--- src/rtl/fb_pingpong_ctrl_pkg.sv ---
// Shared constants and FSM encoding for the ping-pong frame buffer controller.
package fb_pingpong_ctrl_pkg;

  localparam int c_img_pxls    = 4800;
  localparam int c_nb_img_pxls = 13;
  localparam int c_nb_drop     = 8;

  typedef enum logic [1:0] {
    ST_WAIT_SOF = 2'd0,
    ST_FILL     = 2'd1,
    ST_HOLD     = 2'd2
  } fsm_state_e;

endpackage

--- src/rtl/fb_pingpong_ctrl_sat_counter.sv ---
// Saturating up-counter with synchronous clear; sticks at all-ones.
module sat_counter #(
  parameter int width = 8
) (
  input  logic             clk,
  input  logic             rst_n,
  input  logic             inc,
  input  logic             clear,
  output logic [width-1:0] q
);

  logic [width-1:0] cnt_q;
  logic [width-1:0] cnt_d;

  always_comb begin
    cnt_d = cnt_q;
    if (clear) begin
      cnt_d = '0;
    end else if (inc && (cnt_q != {width{1'b1}})) begin
      cnt_d = cnt_q + 1'b1;
    end
  end

  always_ff @(posedge clk or negedge rst_n) begin
    if (!rst_n) begin
      cnt_q <= '0;
    end else begin
      cnt_q <= cnt_d;
    end
  end

  assign q = cnt_q;

endmodule

--- src/rtl/fb_pingpong_ctrl.sv ---
// Ping-pong frame buffer arbiter: capture fills one bank while display reads the
// other; banks swap only when a full frame is held and the display finishes a pass.
module fb_pingpong_ctrl #(
  parameter int c_img_pxls    = fb_pingpong_ctrl_pkg::c_img_pxls,
  parameter int c_nb_img_pxls = fb_pingpong_ctrl_pkg::c_nb_img_pxls,
  parameter int c_nb_drop     = fb_pingpong_ctrl_pkg::c_nb_drop
) (
  input  logic                     clk,
  input  logic                     rst_n,
  input  logic                     frame_start,
  input  logic                     cap_we,
  input  logic [c_nb_img_pxls-1:0] cap_addr,
  input  logic                     disp_frame_end,
  input  logic                     freeze,
  output logic [1:0]               bank_we,
  output logic                     wr_bank,
  output logic                     rd_bank,
  output logic                     frame_valid,
  output logic                     swap,
  output logic [c_nb_drop-1:0]     drop_cnt,
  output logic                     short_frame,
  output logic [1:0]               state
);

  import fb_pingpong_ctrl_pkg::*;

  localparam logic [c_nb_img_pxls-1:0] c_last_addr = c_nb_img_pxls'(c_img_pxls - 1);

  fsm_state_e state_q;
  fsm_state_e state_d;
  logic       wr_bank_q;
  logic       wr_bank_d;
  logic       frame_valid_q;
  logic       frame_valid_d;
  logic       swap_q;
  logic       swap_d;
  logic       short_frame_q;
  logic       short_frame_d;
  logic       drop_inc;
  logic       last_wr;

  assign last_wr = cap_we && (cap_addr == c_last_addr);

  // A restart in FILL wins over a coincident last write: the frame begins again.
  always_comb begin
    state_d       = state_q;
    wr_bank_d     = wr_bank_q;
    frame_valid_d = frame_valid_q;
    swap_d        = 1'b0;
    short_frame_d = 1'b0;
    drop_inc      = 1'b0;
    case (state_q)
      ST_WAIT_SOF: begin
        if (frame_start && !freeze) begin
          state_d = ST_FILL;
        end
      end
      ST_FILL: begin
        if (frame_start) begin
          short_frame_d = 1'b1;
        end else if (last_wr) begin
          state_d = ST_HOLD;
        end
      end
      ST_HOLD: begin
        if (disp_frame_end) begin
          swap_d        = 1'b1;
          frame_valid_d = 1'b1;
          wr_bank_d     = ~wr_bank_q;
          state_d       = (frame_start && !freeze) ? ST_FILL : ST_WAIT_SOF;
        end else if (frame_start) begin
          drop_inc = 1'b1;
        end
      end
      default: begin
        state_d = ST_WAIT_SOF;
      end
    endcase
  end

  always_ff @(posedge clk or negedge rst_n) begin
    if (!rst_n) begin
      state_q <= ST_WAIT_SOF;
    end else begin
      state_q <= state_d;
    end
  end

  always_ff @(posedge clk or negedge rst_n) begin
    if (!rst_n) begin
      wr_bank_q     <= 1'b0;
      frame_valid_q <= 1'b0;
      swap_q        <= 1'b0;
      short_frame_q <= 1'b0;
    end else begin
      wr_bank_q     <= wr_bank_d;
      frame_valid_q <= frame_valid_d;
      swap_q        <= swap_d;
      short_frame_q <= short_frame_d;
    end
  end

  sat_counter #(
    .width (c_nb_drop)
  ) u_drop_cnt (
    .clk   (clk),
    .rst_n (rst_n),
    .inc   (drop_inc),
    .clear (1'b0),
    .q     (drop_cnt)
  );

  // Only the capture-owned bank may ever see a write strobe.
  always_comb begin
    bank_we = 2'b00;
    if (state_q == ST_FILL) begin
      bank_we = {wr_bank_q & cap_we, ~wr_bank_q & cap_we};
    end
  end

  assign wr_bank     = wr_bank_q;
  assign rd_bank     = ~wr_bank_q;
  assign frame_valid = frame_valid_q;
  assign swap        = swap_q;
  assign short_frame = short_frame_q;
  assign state       = state_q;

endmodule

--- config.mk ---
export PLATFORM = sky130hd
export DESIGN_NAME = fb_pingpong_ctrl
export DESIGN_NICKNAME = d
export VERILOG_FILES = /design/src/rtl/fb_pingpong_ctrl_pkg.sv /design/src/rtl/fb_pingpong_ctrl_sat_counter.sv /design/src/rtl/fb_pingpong_ctrl.sv
export SDC_FILE = /design/constraint.sdc
export NUM_CORES = 1
export LEC_CHECK = 0
export BUFFER_PORTS_ARGS = -buffer_cell sky130_fd_sc_hd__buf_2
export CORE_MARGIN = 3
export CORE_UTILIZATION = 35
export DETAILED_ROUTE_END_ITERATION = 6
export PLACE_DENSITY = 0.63
export SYNTH_ARGS = -nofsm -noshare
export SYNTH_HDL_FRONTEND = slang
export SYNTH_SLANG_ARGS = --single-unit
--- constraint.sdc ---
create_clock -name clk -period 3.05 [get_ports clk]
set_clock_uncertainty 0.2 [all_clocks]
set_input_delay 0.7625 -clock clk [delete_from_list [all_inputs] [get_ports clk]]
set_output_delay 0.7625 -clock clk [all_outputs]
set_load 0.05 [all_outputs]
# Word level (Yosys, flattened, before mapping)

Cells that the tools add are included.

Register bits: 14
Bits of input ports: 19
Output and inout bits: 17
Word-level logic and storage cells: 38

$add $sub $neg: 1
Equal/unequal tests: 8
Multiplexer cells: 13
Bitwise operators: 3
Reduce and logical (&&, ||, !) cells: 7

Operator list:

| kind                 | count |
|---|---|
| $eq 13x13->1 const B | 1 |
| $mux 2               | 5 |
| $add 8x1->8 const B  | 1 |
| $ne 2x2->1 const B   | 4 |
| $ne 8x8->1 const B   | 1 |
| $mux 1               | 7 |
| $pmux 2 s3           | 1 |
| $reduce_and 4->1     | 1 |
| $logic_and 1x1->1    | 3 |
| $and 1x1->1          | 2 |
| $eq 2x1->1 const B   | 1 |
| $eq 2x2->1 const B   | 1 |
| $logic_not 2->1      | 1 |
| $reduce_and 2->1     | 1 |
| $logic_not 1->1      | 1 |
| $not 1->1            | 1 |

# Depth between registers and ports, before layout

Word-level depth: 5
Mapped depth: 5
Mapped depth without buffers: 5

# Modules after synthesis

From an unflattened synthesis, not the netlist that was laid out.

Cell total of the unflattened synthesis: 78
Area total of the unflattened synthesis: 779.5 sq um

Modules (own cells, without submodules):

| module           | times used | cells an instance | area an instance (sq um) | sequential area each (sq um) |
|---|---|---|---|---|
| sat_counter      | 1          | 49                | 464.2                    | 200.2 |
| fb_pingpong_ctrl | 1          | 29                | 315.3                    | 150.1 |

# Least setup slack after synthesis

Ideal clock, no wire load.

Path type: reg2out
Start: reg wr_bank_q (netlist: wr_bank)
End: out bank_we[1]
Arrival time: 1.775 ns
Required time: 2.088 ns
Path slack: 0.312 ns
Cell stages (with the launch flop): 3
Path buffers: 0
Cells stage by stage: dfrtp_1 > inv_1 > nor2_1

Cells in the longest elaborated chain, start to end: 2

Ends and longest elaborated chain:

| what                   | RTL line                | text |
|---|---|---|
| from (decl)            | fb_pingpong_ctrl.sv:31  | `logic wr_bank_q;` |
| from (signal assigned) | fb_pingpong_ctrl.sv:96  | `wr_bank_q <= wr_bank_d;` |
| $and 1x1->1            | fb_pingpong_ctrl.sv:117 | `bank_we = {wr_bank_q & cap_we, ~wr_bank_q & cap_we};` |
| $mux 2                 | fb_pingpong_ctrl.sv:116 | `if (state_q == ST_FILL) begin` |
| to (decl)              | fb_pingpong_ctrl.sv:15  | `output logic [1:0] bank_we,` |

No other way between the ends.

# Worst setup path after layout

Start: reg state_q[0] (netlist: state[0])
End: out bank_we[1]

Cells in the longest elaborated chain, start to end: 2

Ends and longest elaborated chain:

| what                   | RTL line                | text |
|---|---|---|
| from (decl)            | fb_pingpong_ctrl.sv:29  | `fsm_state_e state_q;` |
| from (signal assigned) | fb_pingpong_ctrl.sv:85  | `state_q <= state_d;` |
| $eq 2x1->1             | fb_pingpong_ctrl.sv:116 |  |
| $mux 2                 | fb_pingpong_ctrl.sv:116 |  |

No other way between the ends.

==> flow_metrics.py <==
metrics = {
    "power": {
        "p_seq_share_pct": 54.8,
        "power_mw": 0.3398,
        "p_switching_mw": 0.06972,
        "ir_drop_mv": 0.2937,
        "power.internal_mw": 0.2701,
        "pwr-share-clk_pct": 37.7,
        "power_density_nw_per_um2": 370.5,
        "pwr-share-comb_pct": 7.5,
        "p_sw_share_pct": 20.52,
        "power_leakage_nw": 0.4805,
    },
    "worst_setup_path": {
        "end_kind": "output pin",
        "cp.required_ps": 2090,
        "critPathLaunchType": "register",
        "path_class": "register to output pin",
        "path_max_fanout": 8,
        "critical_path_arrival_ps": 1410,
    },
    "synthesis": {
        "synth.yosys.seq_area_share_pct": 51.95,
        "synth_nets": 81,
        "synth_area_um2": 674.4,
        "yosys_warnings": 0,
        "postSynthCellCount": 61,
        "synth_cell_types": 27,
        "ys_ff_latch": 14,
        "avgSynthCellArea_um2": 11.06,
    },
    "routing": {
        "wire_per_inst_um": 10.93,
        "dr_total_vias": 577,
        "antenna_left": 0,
        "viasPerCell": 4.616,
        "drt-total-wl_mm": 1.366,
        "first_pass_iters": 4,
        "post-route-drc-count": 0,
        "drt-initial-drc-count": 16,
    },
    "cells_and_area": {
        "finalNetCount": 121,
        "final_common_cell": "buf_2",
        "drive_above_1_share_pct": 44.00,
        "final_cell_mix": "35 x buf_2, 14 x dfrtp_1, 6 x xnor2_1, 5 x inv_1, 4 x nand4_1",
        "fin_area_um2": 917.1,
        "instances_no_fill": 125,
        "post-route-util_pct": 51.99,
        "antenna_cells": 0,
        "syn2layout_area_growth_pct": 35.99,
    },
    "clock_tree": {
        "cts-root-buf": "clkbuf_4",
        "clk_pin_slew_ps": 80,
        "clk_latency_ps": 270,
        "cts.sinks": 14,
        "cts_tree": "built",
        "cts_inserted_buffers": 3,
        "postCtsSetupBuffers": 0,
        "clk_path_buf_depth": 2,
        "htree_levels": 1,
        "cts.hold.buffers_added": 0,
        "post_cts_resized": 0,
    },
    "placed_design": {
        "gp_congestion": 0.6955,
        "post_dp_cell_area_um2": 880.8,
        "dpl_worst_slack_ps": 839.4,
        "port_buffers": 35,
        "dpl.cell_count": 121,
        "hpwl_mm": 1.083,
    },
    "floorplan": {
        "io_pins": 36,
        "core_area_um2": 1764,
        "dieHeight_um": 49.90,
        "die_w_um": 49.90,
        "die_area_um2": 2490,
        "num_rows": 15,
        "start_util_pct": 38.23,
    },
    "sta": {
        "final-setup-viol-count": 0,
        "worst_hold_slack_ps": 156.6,
        "layout_min_cycle_time_ps": 2374,
        "slew_violations": 0,
        "maxSlewHeadroom_pct": 75.71,
        "fin_ws_ps": 676.2,
        "hold_violations": 0,
        "finalCritPeriodShare_pct": 77.83,
        "worst_pin_slew_ps": 361.0,
        "fmax_ghz": 0.4213,
        "rsz0062_at_grt": "false",
        "tns_ps": 0,
    },
    "min_path": {
        "min_path_type": "input pin to async pin",
    },
    "global_route": {
        "grt-ovfl-total": 0,
        "first_global_vias": 495,
        "track_usage_pct": 11.56,
        "grt_pass1_wl_mm": 2.242,
        "grt_start_max_net_pins": 15,
        "antenna_found_initial": 0,
    },
    "job": {
        "maxCapViolations": 0,
    },
    "status": {
        "status": "finished clean",
    },
}
## metal layers
layer,vias up,wire [µm],track usage (%)
met3,2,87,4.834
li1,298,-,-
met2,16,636,16.96
met1,261,634,15.63
met4,0,8,2.765
met5,-,0,0
## critical path, cell delays in order (launching register included)
cell	delay, ps
dfrtp_1	440
nor2b_1	250
nand2_1	100
nor2_1	80
buf_2	260
## final timing paths
check,start,endpoint,slack [ps],cells past startpoint
setup / recovery,state[0]$_DFFE_PN0P_,bank_we[1],680,4
hold / removal,rst_n,u_drop_cnt.q[3]$_DFFE_PN0P_,160,1
setup reg to reg,u_drop_cnt.q[0]$_DFFE_PN0P_,u_drop_cnt.q[1]$_DFFE_PN0P_,1420,4
hold reg to reg,frame_valid$_DFFE_PN0P_,frame_valid$_DFFE_PN0P_,270,1
max in group asynchronous,rst_n,wr_bank$_DFFE_PN0P_,2260,1
min in group clk,frame_valid$_DFFE_PN0P_,frame_valid$_DFFE_PN0P_,270,1
## power groups by stage
stage          logic [mW]  registers, mW  clock network (mW)
6_report           0.0256          0.186               0.128
3_5_place_dp       0.0259          0.190                   0
5_1_grt            0.0282          0.186               0.144
2_1_floorplan     0.00641          0.193                   0
3_3_place_gp       0.0257          0.190                   0
4_1_cts            0.0260          0.186               0.132
## sequential cells by signal, indices dropped and copies added (netlist names)
name / count
state: 2
swap: 1
u_drop_cnt.q: 8
wr_bank: 1
short_frame: 1
frame_valid: 1
## area by class of cell
cell class | count | area (µm²)
Timing Repair Buffer | 35 | 175.2
Inverter | 5 | 18.77
Sequential cell | 14 | 350.3
Fill cell | 179 | 847.1
Clock buffer | 4 | 36.28
Tap cell | 25 | 31.28
Multi-Input combinational cell | 42 | 305.3
## logic make-up after synthesis
family | synth area share [%]
compound gates | 8.904
xor+xnor | 7.792
fa+ha+maj | 1.855
buf+inv | 2.783
flops | 51.95
mux | 3.339
simple gates | 23.38
## synthesized netlist by cell type (all sizes together)
master | n | share of area (%)
inv | 5 | 2.8
a21o | 1 | 1.1
xnor2 | 6 | 7.8
nor3b | 1 | 1.1
o21ai | 4 | 3.0
nand4bb | 1 | 1.7
nor2 | 3 | 1.7
nand2 | 2 | 1.1
nand4b | 1 | 1.3
mux2 | 2 | 3.3
a21oi | 1 | 0.74
nand3 | 3 | 2.2
nor4 | 1 | 0.93
nor2b | 2 | 1.9
nand2b | 1 | 0.93
nand3b | 1 | 1.1
and4bb | 1 | 2.4
o2111a | 1 | 1.9
nand4 | 4 | 3.7
ha | 1 | 1.9
dfrtp | 14 | 52
a41oi | 1 | 1.3
and2 | 2 | 2.0
a31oi | 1 | 0.93
and4 | 1 | 1.3
Power figures use the tool's default switching activity.
